<file path="config.mk">
export PLATFORM = sky130hd
export DESIGN_NAME = pc_sequencer
export DESIGN_NICKNAME = d
export VERILOG_FILES = /design/src/rtl/pc_seq_pkg.sv /design/src/rtl/branch_target_table.sv /design/src/rtl/pc_sequencer.sv
export SDC_FILE = /design/constraint.sdc
export NUM_CORES = 1
export LEC_CHECK = 0
export ABC_AREA = 1
export ABC_CLOCK_PERIOD_IN_PS = 2900
export BUFFER_PORTS_ARGS = -buffer_cell sky130_fd_sc_hd__buf_4
export CAP_MARGIN = 20
export CORE_MARGIN = 4
export CORE_UTILIZATION = 61
export CTS_CLUSTER_SIZE = 16
export DETAILED_ROUTE_END_ITERATION = 16
export GPL_ROUTABILITY_DRIVEN = 1
export GPL_TIMING_DRIVEN = 0
export MAX_ROUTING_LAYER = met4
export PLACE_DENSITY = 0.8
export SLEW_MARGIN = 25
export SYNTH_ARGS = -nofsm -noshare
export SYNTH_HDL_FRONTEND = slang
export SYNTH_SLANG_ARGS = --single-unit
</file>
<file path="constraint.sdc">
create_clock -name Clk -period 2.9 [get_ports Clk]
set_clock_uncertainty 0.1 [all_clocks]
set_input_delay 0.145 -clock Clk [delete_from_list [all_inputs] [get_ports Clk]]
set_output_delay 0.145 -clock Clk [all_outputs]
set_load 0.05 [all_outputs]
</file>
<file path="src/rtl/pc_seq_pkg.sv">
// Shared types and reset contents for the fetch-stage PC sequencer.
package pc_seq_pkg;

  localparam int PC_W_DEF  = 10;
  localparam int PTR_W_DEF = 4;
  localparam int CNT_W_DEF = 16;

  typedef enum logic [1:0] {
    IDLE = 2'd0,
    RUN  = 2'd1,
    DONE = 2'd2
  } seq_state_t;

  // Reset pattern repeats every four entries; entry 0 of each group is a -16 backward hop.
  function automatic logic [PC_W_DEF-1:0] default_target(input int idx);
    logic [1:0] sel;
    logic [PC_W_DEF-1:0] val;
    sel = idx[1:0];
    case (sel)
      2'd0:    val = 10'h3F0;
      2'd1:    val = 10'h003;
      2'd2:    val = 10'h007;
      default: val = 10'h001;
    endcase
    return val;
  endfunction

endpackage

</file>
<file path="src/rtl/branch_target_table.sv">
// Writable branch-target table: async reset to default targets, one sync write, one comb read.
module branch_target_table
  import pc_seq_pkg::*;
#(
  parameter int PC_W  = PC_W_DEF,
  parameter int PTR_W = PTR_W_DEF
) (
  input  logic             clk,
  input  logic             rst_n,
  input  logic             we,
  input  logic [PTR_W-1:0] waddr,
  input  logic [PC_W-1:0]  wdata,
  input  logic [PTR_W-1:0] raddr,
  output logic [PC_W-1:0]  rdata
);

  localparam int DEPTH = 2 ** PTR_W;

  logic [PC_W-1:0] mem [DEPTH];

  always_ff @(posedge clk or negedge rst_n) begin
    if (!rst_n) begin
      for (int i = 0; i < DEPTH; i++) begin
        mem[i] <= PC_W'(default_target(i));
      end
    end else if (we) begin
      mem[waddr] <= wdata;
    end
  end

  // Same-cycle write and read of one entry returns the old value.
  assign rdata = mem[raddr];

endmodule

</file>
<file path="src/rtl/pc_sequencer.sv">
// Fetch-stage program counter: start/run/halt sequencing, table-driven branches, run-cycle count.
//
// state | meaning
// IDLE  | after reset, waiting for Start
// RUN   | fetching; PC advances, stalls or branches; counter runs
// DONE  | halted; PC and counter frozen until Start
module pc_sequencer
  import pc_seq_pkg::*;
#(
  parameter int              PC_W       = PC_W_DEF,
  parameter int              PTR_W      = PTR_W_DEF,
  parameter logic [PC_W-1:0] START_ADDR = '0,
  parameter int              CNT_W      = CNT_W_DEF
) (
  input  logic             Clk,
  input  logic             Reset_n,
  input  logic             Start,
  input  logic             Stall,
  input  logic             Halt,
  input  logic             BranchEn,
  input  logic             BranchTaken,
  input  logic             BranchRel,
  input  logic [PTR_W-1:0] BranchPtr,
  input  logic             CfgWe,
  input  logic [PTR_W-1:0] CfgAddr,
  input  logic [PC_W-1:0]  CfgData,
  output logic [PC_W-1:0]  PC,
  output logic             Running,
  output logic             Done,
  output logic [CNT_W-1:0] CycleCnt
);

  seq_state_t       state_q, state_d;
  logic [PC_W-1:0]  pc_q, pc_d;
  logic [CNT_W-1:0] cnt_q, cnt_d;
  logic [PC_W-1:0]  target;

  branch_target_table #(
    .PC_W  (PC_W),
    .PTR_W (PTR_W)
  ) u_tbl (
    .clk   (Clk),
    .rst_n (Reset_n),
    .we    (CfgWe),
    .waddr (CfgAddr),
    .wdata (CfgData),
    .raddr (BranchPtr),
    .rdata (target)
  );

  always_ff @(posedge Clk or negedge Reset_n) begin
    if (!Reset_n) begin
      state_q <= IDLE;
      pc_q    <= START_ADDR;
      cnt_q   <= '0;
    end else begin
      state_q <= state_d;
      pc_q    <= pc_d;
      cnt_q   <= cnt_d;
    end
  end

  always_comb begin
    state_d = state_q;
    pc_d    = pc_q;
    cnt_d   = cnt_q;
    case (state_q)
      IDLE, DONE: begin
        if (Start) begin
          state_d = RUN;
          pc_d    = START_ADDR;
          cnt_d   = '0;
        end
      end
      RUN: begin
        if (cnt_q != '1) cnt_d = cnt_q + CNT_W'(1);
        // Stall outranks Halt so a stalled halt is re-presented on the next cycle.
        if (Stall) begin
          pc_d = pc_q;
        end else if (Halt) begin
          state_d = DONE;
        end else if (BranchEn && BranchTaken) begin
          pc_d = BranchRel ? (pc_q + target) : target;
        end else begin
          pc_d = pc_q + PC_W'(1);
        end
      end
      default: begin
        state_d = IDLE;
        pc_d    = START_ADDR;
        cnt_d   = '0;
      end
    endcase
  end

  assign PC       = pc_q;
  assign CycleCnt = cnt_q;
  assign Running  = (state_q == RUN);
  assign Done     = (state_q == DONE);

endmodule

</file>
Yosys cells after proc, flatten, opt, wreduce, memory -nomap -nowiden
Cells that the tools add are included.
{"block": "op_classes", "add_sub_neg": 3, "n_lt_le_gt_ge": 3, "n_eq_ne": 8, "mux": 19, "n_bitwise": 2, "reduce_logical": 7}
{"op": "bitwise mux 160 bit", "n": 1}
{"op": "2-to-1 mux 10 bit", "n": 8}
{"op": "binary-select mux 10 bit (select 4 bit)", "n": 1}
{"op": "demux 10 bit (select 4 bit)", "n": 1}
{"op": "2-to-1 mux 16 bit", "n": 2}
{"op": "one-hot mux 16 bit (2 select lines)", "n": 1}
{"op": "one-hot mux 10 bit (2 select lines)", "n": 1}
{"op": "adder 16 x 1 -> 16 bit, second input constant", "n": 1}
{"op": "inequality test 16 bit, second input constant", "n": 1}
{"op": "adder 10 x 1 -> 10 bit, second input constant", "n": 1}
{"op": "adder 10 bit", "n": 1}
{"op": ">= comparator 5 bit, second input constant", "n": 2}
{"op": "NOT 4 -> 5 bit", "n": 2}
{"op": "inequality test 2 bit, second input constant", "n": 4}
{"op": "2-to-1 mux 2 bit", "n": 3}
{"op": "AND reduction 3 bit", "n": 2}
{"op": "< comparator 5 x 1 -> 1 bit, second input constant", "n": 1}
{"op": "one-hot mux 2 bit (2 select lines)", "n": 1}
{"op": "== test 2 x 1 -> 1 bit, second input constant", "n": 1}
{"op": "== test 2 bit, second input constant", "n": 1}
{"op": "logical AND 1 bit", "n": 2}
{"op": "zero test 2 bit", "n": 1}
{"op": "inequality test 2 x 1 -> 1 bit, second input constant", "n": 1}
{"op": "AND reduction 2 bit", "n": 1}
{"op": "OR reduction 2 bit", "n": 1}
{"block": "word_totals", "regBits": 188, "inputBits": 27, "output_inout_bits": 28, "elab_cells": 61}

Logic depth before layout (Yosys ltp)
Gate-level depths: netlist of the first run.
{"block": "depth", "depth_word": 10, "depth_mapped": 23}

Cells and area by module
From an unflattened synthesis of the first run, not the netlist that was laid out.
{"block": "hier_totals", "hier_cells": 1391, "hier_area_um2": 10199.8}
{"module": "branch_target_table", "n_inst": 1, "cells_each": 1047, "area_each_um2": 7858.8, "seq_area_each_um2": 4063.9}
{"module": "pc_sequencer", "n_inst": 1, "cells_each": 344, "area_each_um2": 2341.0, "seq_area_each_um2": 700.7}

Worst setup path before layout of the first run
OpenSTA, ideal clock, no wires.
{"block": "synth_path", "path_kind": "register to register", "start": "reg u_tbl.mem[60] in the netlist's numbering", "end": "reg pc_q[6] (netlist: PC[6])", "setup_ps": 118, "arrival_ps": 2291, "setup_slack_ps": 391, "path_stages_with_launch": 19, "synth_period_minus_slack_ps": 2509, "path_cell_list": "dfstp_2 > inv_1 > a21oi_1 > o21ai_0 > nand3_1 > nand3_1 > nand2_1 > ha_1 > inv_1 > fa_1 > nand3b_1 > nand2_1 > nand2_1 > o21ai_0 > nand2_1 > nand3_1 > nand3_1 > nand2_1 > nand2_1"}
{"block": "synth_via", "elab_chain_len": 9}
{"element": "start: declaration", "line_no": "branch_target_table.sv:19", "source": "logic [PC_W-1:0] mem [DEPTH];"}
{"element": "start signal: indexed assignment", "line_no": "branch_target_table.sv:24", "source": "mem[i] <= PC_W'(default_target(i));"}
{"element": "start signal: indexed assignment", "line_no": "branch_target_table.sv:27", "source": "mem[waddr] <= wdata;"}
{"element": "binary-select mux 10 bit (select 4 bit)", "line_no": "branch_target_table.sv:32", "source": "assign rdata = mem[raddr];"}
{"element": "2-to-1 mux 10 bit (not written as such) (2 in a row)", "line_no": "branch_target_table.sv:32"}
{"element": "adder 10 bit", "line_no": "pc_sequencer.sv:83", "source": "pc_d = BranchRel ? (pc_q + target) : target;"}
{"element": "2-to-1 mux 10 bit", "line_no": "pc_sequencer.sv:83"}
{"element": "2-to-1 mux 10 bit", "line_no": "pc_sequencer.sv:82", "source": "end else if (BranchEn && BranchTaken) begin"}
{"element": "2-to-1 mux 10 bit", "line_no": "pc_sequencer.sv:80", "source": "end else if (Halt) begin"}
{"element": "2-to-1 mux 10 bit", "line_no": "pc_sequencer.sv:78", "source": "if (Stall) begin"}
{"element": "one-hot mux 10 bit (2 select lines)", "line_no": "pc_sequencer.sv:67", "source": "case (state_q)"}
{"element": "end signal: assignment", "line_no": "pc_sequencer.sv:58", "source": "pc_q <= pc_d;"}
{"element": "end: declaration", "line_no": "pc_sequencer.sv:34", "source": "logic [PC_W-1:0] pc_q, pc_d;"}
Every way passes these cells. The select of a mux whose other input is x is not followed.
A chain may end at the register's enable or synchronous reset.

Worst setup path in the final report of the first run
Same ends and word-level chain as after synthesis.

==> out/qor.yml, run 1 <==
run_status:
  outcome: "finished, final reports clean"
synth:
  ys_seq_area_frac: 0.487
  synth_top_area_frac: 0.358
  avgSynthCellArea_sq_um: 7.99
  synthesis.nets: 1264
  synth.distinct_cells: 45
  syn_inst: 1225
  synth_warnings: 0
  synth-edff-count: 0
  ys_seq_elements: 188
  synthArstFlopShare: 1.00
  synthTopCellsByArea: "dfrtp_1 36%, dfstp_2 13%, nand2_1 11%, o21ai_0 11%, nor2_1 4.9%"
  yosysTopAreaCell: "dfrtp_1"
  synth_top_flop_cell: "dfrtp_1"
  syn-cell-area_sq_mm: 0.00978
sta:
  timing.final.crit_share: 0.953
  max_freq_ghz: 0.362
  finalMaxSlewViolations: 0
  hold_violations: 0
  max_slew.worst_pin.slew_ns: 0.834
  rsz0062_at_grt: "yes"
  setup_viol: 0
  setup_tns_ns: 0
  min_period_ns: 2.76
  slew_headroom: 0.444
power_and_ir_drop:
  switching_share: 0.326
  p_switching_uw: 2650
  leakagePower_uw: 0.00525
  combPwrFrac: 0.249
  p_clk_frac: 0.308
  ir_drop_mv: 0.448
  power_frac_seq: 0.443
  cellInternalPower_uw: 5480
  power.density_mw_per_mm2: 720
clocking:
  cts_buffers: 17
  clock-sinks: 188
  cts_root_buf: "clkbuf_16"
  worstSkewPairLatency_ns: 0.44
  htreeDepth: 4
  cts_tree: "yes"
  clk_path_buf_depth: 2
  path_clk_slew_ns: 0.07
layout:
  fin_cells: 1540
  fill_cells: 1274
  antennaDiodeCount: 0
  stdcell_area_sq_mm: 0.0113
  drive_above_1_share: 0.159
  nets: 1350
  regArea_sq_mm: 0.00476
  multiInputGateArea_sq_mm: 0.00426
  area.growth.synth_to_final_pct: 15.5
worst_hold_path:
  hp-class: "in2async"
job:
  maxCapViolCount: 0
critical_path:
  path_class: "reg2reg"
  required_ns: 3.13
  crit_path_max_incr_delay_ns: 0.51
  cp_max_fo: 3
  crit_path_top_delay_cell: "dfstp_2"
  crit_chain: "inv_1 > a21oi_2 > o21ai_0 > nand3_1 > nand3_2 > nand2_2 > ha_4 > inv_2 > fa_2 > nand3b_1 > nand2_2 > nand2_2 > o21ai_1 > nand2_1 > nand3_1 > nand3_1 > nand2_1 > nand2_1"
  arrival_ns: 3.00
  end_kind: "flip-flop"
  worstSetupStartpointType: "flip-flop"
place:
  port_buffers: 50
  gp_congestion: 0.969
  dp_cells: 1493
  hpwl_microns: 19100
  place_area_sq_mm: 0.0105
floorplanning:
  start_util: 0.618
  die-height_microns: 135
  rows: 46
  die_w_microns: 135
  dieArea_sq_mm: 0.0181
  core-area_sq_mm: 0.0158
  io_pins: 55
grt:
  grt_max_degree: 95
  antenna_found_initial: 0
  overflow: 0
  grt_pass1_wl_microns: 45800
  grt_pass1_vias: 8583
  track_usage: 0.336
drt:
  ant_nets: 0
  routed_wl_microns: 28900
  viasPerCell: 5.89
  drc: 0
  drt-initial-drc-count: 1064
  firstDrtPassIters: 6
  post_drt_wl_per_cell_microns: 18.7
  vias: 9070
-- metrics by stage --
stage | hold WS, ns | util | power (uW) | setup slack (ns)
2_1_floorplan | -0.251 | - | 4940 | 0.391
3_3_place_gp | 0.283 | 0.659 | 5470 | -0.202
3_5_place_dp | -0.133 | 0.663 | 5550 | -0.237
4_1_cts | 0.000136 | 0.712 | 8080 | 0.0312
5_1_grt | 0.0262 | 0.714 | 8550 | -0.0453
6_report | 0.0150 | 0.714 | 8130 | 0.137
-- cell type report --
| class | instances | share of cell area |
|---|---|---|
| flip-flops and latches | 188 | 0.422 |
| multi-input cells | 862 | 0.377 |
| repair buffers | 67 | 0.0516 |
| clock buffers | 25 | 0.0430 |
| plain buffers | 79 | 0.0371 |
| inverters | 96 | 0.0330 |
| well taps | 216 | 0.0239 |
| clock inverters | 7 | 0.0123 |
-- per-layer routing --
layer,global-route usage,part of all wire,wire (microns),vias up
met4,0.140,0.034,987,0
met1,0.455,0.41,11700,4302
met2,0.495,0.46,13300,478
met5,-,0,0,-
li1,-,-,-,4200
met3,0.0719,0.096,2780,90
-- power groups by stage --
stage                     logic (uW)  registers (uW)  clock network, uW
after floorplan                 1230            3700                  0
after global placement          1860            3610                  0
after detailed placement        1930            3620                  0
after CTS                       1990            3590               2510
after global routing            2260            3660               2620
final                           2020            3600               2500
-- sequential cells by signal, summed over array words and instances (netlist names) --
name and count:
state_q 2, CycleCnt 16, u_tbl.mem 160, PC 10
-- what timing repair did --
item	CTS	global route
endpoints found under the setup margin	2	4
endpoints found under the hold margin	193	0
buffers inserted	0	2
gates resized for setup	6	7
hold buffers	13	0
pin swaps	3	11
-- cell usage after synthesis, types with 3 or more instances --
library cell,instances
nand3_2,3
buf_4,4
clkbuf_1,44
nand2_1,281
a21oi_1,50
inv_2,4
o21ai_2,5
nand4_1,8
o21ai_0,210
nand3_1,70
nor3_4,3
xor2_1,12
buf_6,9
o211ai_2,7
nor2_1,127
ha_1,11
dfrtp_1,140
nand3b_1,3
dfstp_2,48
nor2_2,4
nor3_1,7
buf_2,18
inv_1,87
o21ai_1,14
o211ai_1,28
-- cells by family (layout without fill, tap and decap cells) --
group,Yosys count,after routing,synth area share
compound gates,322,322,0.182
xor+xnor,14,14,0.0125
fa+ha+maj,12,12,0.0161
buf+inv,175,274,0.0809
flops,188,188,0.487
simple gates,514,514,0.221
-- path summary, 6_finish.rpt --
path | endpoint | startpoint | slack [ns] | cells after the start
max in group asynchronous | u_tbl.mem[119] | Reset_n | 1.99 | 3
worst min register to register | u_tbl.mem[15] | u_tbl.mem[15] | 0.38 | 2
worst max register to register | PC[6] | u_tbl.mem[60] | 0.14 | 18
worst max-delay path | PC[6] | u_tbl.mem[60] | 0.14 | 18
min in group Clk | state_q[1] | Halt | 0.03 | 5
worst min-delay path | PC[8] | Reset_n | 0.01 | 2
-- critical path, delay by kind of cell, from the launching register on --
family	cells	cell delay [ns]
AND/OR/NAND/NOR	11	1.12
flip-flops	1	0.51
adder cells (fa/ha/maj)	2	0.49
AO/OA/AOI/OAI	3	0.36
buffers and inverters	2	0.09
-- layout by cell type, fill, tap and decap left out, types with 3 or more instances in the layout --
| master | Yosys | layout |
|---|---|---|
| ha_1 | 11 | 9 |
| nor3_4 | 3 | 3 |
| clkbuf_1 | 44 | 49 |
| nand2_2 | 2 | 5 |
| bufinv_16 | 0 | 4 |
| xor2_1 | 12 | 12 |
| o21ai_2 | 5 | 5 |
| buf_4 | 4 | 55 |
| o211ai_2 | 7 | 7 |
| nand4_1 | 8 | 8 |
| clkbuf_8 | 0 | 3 |
| nor3_1 | 7 | 7 |
| dlygate4sd3_1 | 0 | 13 |
| o211ai_1 | 28 | 28 |
| nor2_2 | 4 | 5 |
| dfstp_2 | 48 | 48 |
| clkbuf_16 | 0 | 17 |
| inv_1 | 87 | 86 |
| a21oi_1 | 50 | 49 |
| nand2_1 | 281 | 278 |
| nand3_2 | 3 | 4 |
| nand3b_1 | 3 | 3 |
| inv_2 | 4 | 5 |
| o21ai_1 | 14 | 16 |
| o21ai_0 | 210 | 208 |
| nor2_1 | 127 | 126 |
| dfrtp_1 | 140 | 140 |
| buf_2 | 18 | 18 |
| nand3_1 | 70 | 69 |
| buf_6 | 9 | 9 |
Power figures use the tool's default switching activity.
==> run 2, diff against run 1 <==
Settings changed: ABC_CLOCK_PERIOD_IN_PS 2900 to 3300, CORE_UTILIZATION 61 to 55, PLACE_DENSITY 0.8 to 0.73.
Clock period 2.9 ns to 3.3 ns, I/O delays scaled along.
==> run 2 against run 1 <==
- first-iteration DRC count shrank 19%
- largest cell class unchanged
- critical endpoint unchanged
- register-to-register slack gained 0.16 ns
- setup slack better by 0.16 ns
==> out/qor.yml, run 2 (synthesis results as in run 1) <==
run_status:
  outcome: "finished, final reports clean"
drt:
  viasPerCell: 5.80  # -1.5%
  wl_met3_microns: 2500  # -10%
  drc: 0  # unchanged
  vias: 8974  # -1.1%
  firstDrtPassIters: 7  # +1
  wl_met2_microns: 13100  # -2.0%
  routed_wl_microns: 28800  # -0.24%
  ant_nets: 0  # unchanged
  maxUsedRoutingLayer: "met4"
  post_drt_wl_per_cell_microns: 18.6  # -0.69%
  drt-initial-drc-count: 859  # -19%
  drt-met1-wl_microns: 12200  # +4.0%
place:
  gp_congestion: 0.960  # -0.89%
  port_buffers: 50  # unchanged
  place_area_sq_mm: 0.0105  # +0.11%
  dp_cells: 1502  # +0.60%
  hpwl_microns: 19700  # +3.0%
floorplanning:
  start_util: 0.564  # -0.0545
  io_pins: 55  # unchanged
  die-height_microns: 141  # +5.0%
  rows: 48  # +4.3%
  dieArea_sq_mm: 0.0200  # +10%
  die_w_microns: 141  # +5.0%
  core-area_sq_mm: 0.0174  # +9.7%
sta:
  rsz0062_at_grt: "no"
  min_period_ns: 3.00  # +0.235 ns
  max_slew.worst_pin.slew_ns: 0.817  # -0.0167 ns
  setup_tns_ns: 0  # unchanged
  hold_violations: 0  # unchanged
  timing.final.crit_share: 0.909  # -0.0443
  max_freq_ghz: 0.334  # -7.8%
  finalMaxSlewViolations: 0  # unchanged
  slew_headroom: 0.455  # +0.0111
  setup_viol: 0  # unchanged
  finalHoldWorstSlack_ns: 0.0421  # +0.0271 ns
critical_path:
  required_ns: 3.54  # +0.41 ns
  end_kind: "flip-flop"
  worstSetupStartpointType: "flip-flop"
  path_class: "reg2reg"
  cp_max_fo: 3  # unchanged
  arrival_ns: 3.24  # +0.24 ns
clocking:
  post_cts_resized: 0  # -6
  post_cts_buffers: 0  # unchanged
  clock-sinks: 188  # unchanged
  cts_buffers: 17  # unchanged
  cts_tree: "yes"
  path_clk_slew_ns: 0.07  # about the same
  clk_path_buf_depth: 2  # unchanged
  htreeDepth: 4  # unchanged
  worstSkewPairLatency_ns: 0.44  # about the same
  cts_root_buf: "clkbuf_16"
grt:
  track_usage: 0.301  # -0.0350
  grt_max_degree: 94  # -1.1%
  grt_pass1_wl_microns: 45800  # about the same
  antenna_found_initial: 0  # unchanged
  overflow: 0  # unchanged
  grt_pass1_vias: 8564  # -0.22%
layout:
  layout_commonest_cell: "nand2_1"
  stdcell_area_sq_mm: 0.0113  # -0.30%
  nets: 1349  # -0.074%
  antennaDiodeCount: 0  # unchanged
  area.growth.synth_to_final_pct: 15.1
  drive_above_1_share: 0.154  # -0.00581
  fin_cells: 1547  # +0.45%
  final_cell_mix: "281 x nand2_1, 210 x o21ai_0, 140 x dfrtp_1, 127 x nor2_1, 87 x inv_1"
  final_util: 0.649  # -0.0648
  largest_reg_flops: 160  # unchanged
  top_register: "u_tbl.mem"
power_and_ir_drop:
  power.density_mw_per_mm2: 631  # -12%
  ir_drop_mv: 0.438  # -2.4%
  leakagePower_uw: 0.00525  # -0.12%
job:
  maxCapViolCount: 0  # unchanged
worst_hold_path:
  hp-class: "in2reg"
==> run 2: stage by stage <==
step	setup slack, ns	power [uW]
2_1_floorplan	0.791	4340
3_3_place_gp	0.119	4820
3_5_place_dp	0.0990	4890
4_1_cts	0.305	7090
5_1_grt	0.0748	7460
6_report	0.302	7100
==> run 2: per-layer routing <==
layer  global-route usage  vias up
li1                     -     4208
met1                0.400     4266
met2                0.459      431
met3               0.0597       69
met4                0.116        0
met5                    -        -
==> run 2: layout make-up <==
cell class / count / area [sq um]
multi-input cells: 862 / 4230
inverters: 96 / 373
fillers: 1534 / 6090
plain buffers: 79 / 419
clock buffers: 17 / 425
well taps: 225 / 282
repair buffers: 66 / 578
flip-flops and latches: 188 / 4760
clock inverters: 14 / 195
==> run 2: timing repair <==
action,4_1_cts,5_1_grt
hold buffers,14,0
endpoints found under the setup margin,0,0
hold endpoints to repair,175,0
==> run 2: path summary, 6_finish.rpt <==
kind	startpoint	end	slack, ns	cells after the start
max	u_tbl.mem[100]	PC[6]	0.30	18
min	Halt	state_q[1]	0.04	5
max reg2reg	u_tbl.mem[100]	PC[6]	0.30	18
min reg2reg	u_tbl.mem[102]	u_tbl.mem[102]	0.38	2
max in group asynchronous	Reset_n	PC[5]	2.39	3
min in group asynchronous	Reset_n	PC[8]	0.23	3
==> run 2: report_power, final <==
group / internal [uW] / leakage [uW] / switching (uW)
combinational: 609 / 0.00266 / 1140
clock: 1270 / 0.000303 / 929
sequential: 2860 / 0.00228 / 294
==> run 2: critical path, stage by stage (launching register included) <==
cell and delay, ns:
dfstp_2 0.54, nor2_1 0.04, nor2_1 0.07, o21ai_0 0.11, o211ai_1 0.20, nand3_1 0.14
nand2_1 0.13, ha_1 0.22, inv_1 0.07, fa_1 0.41, nand3b_1 0.17, nand2_1 0.11
nand2_1 0.09, o21ai_0 0.15, nand2_1 0.06, nand3_1 0.08, nand3_1 0.09, nand2_1 0.07
nand2_1 0.04
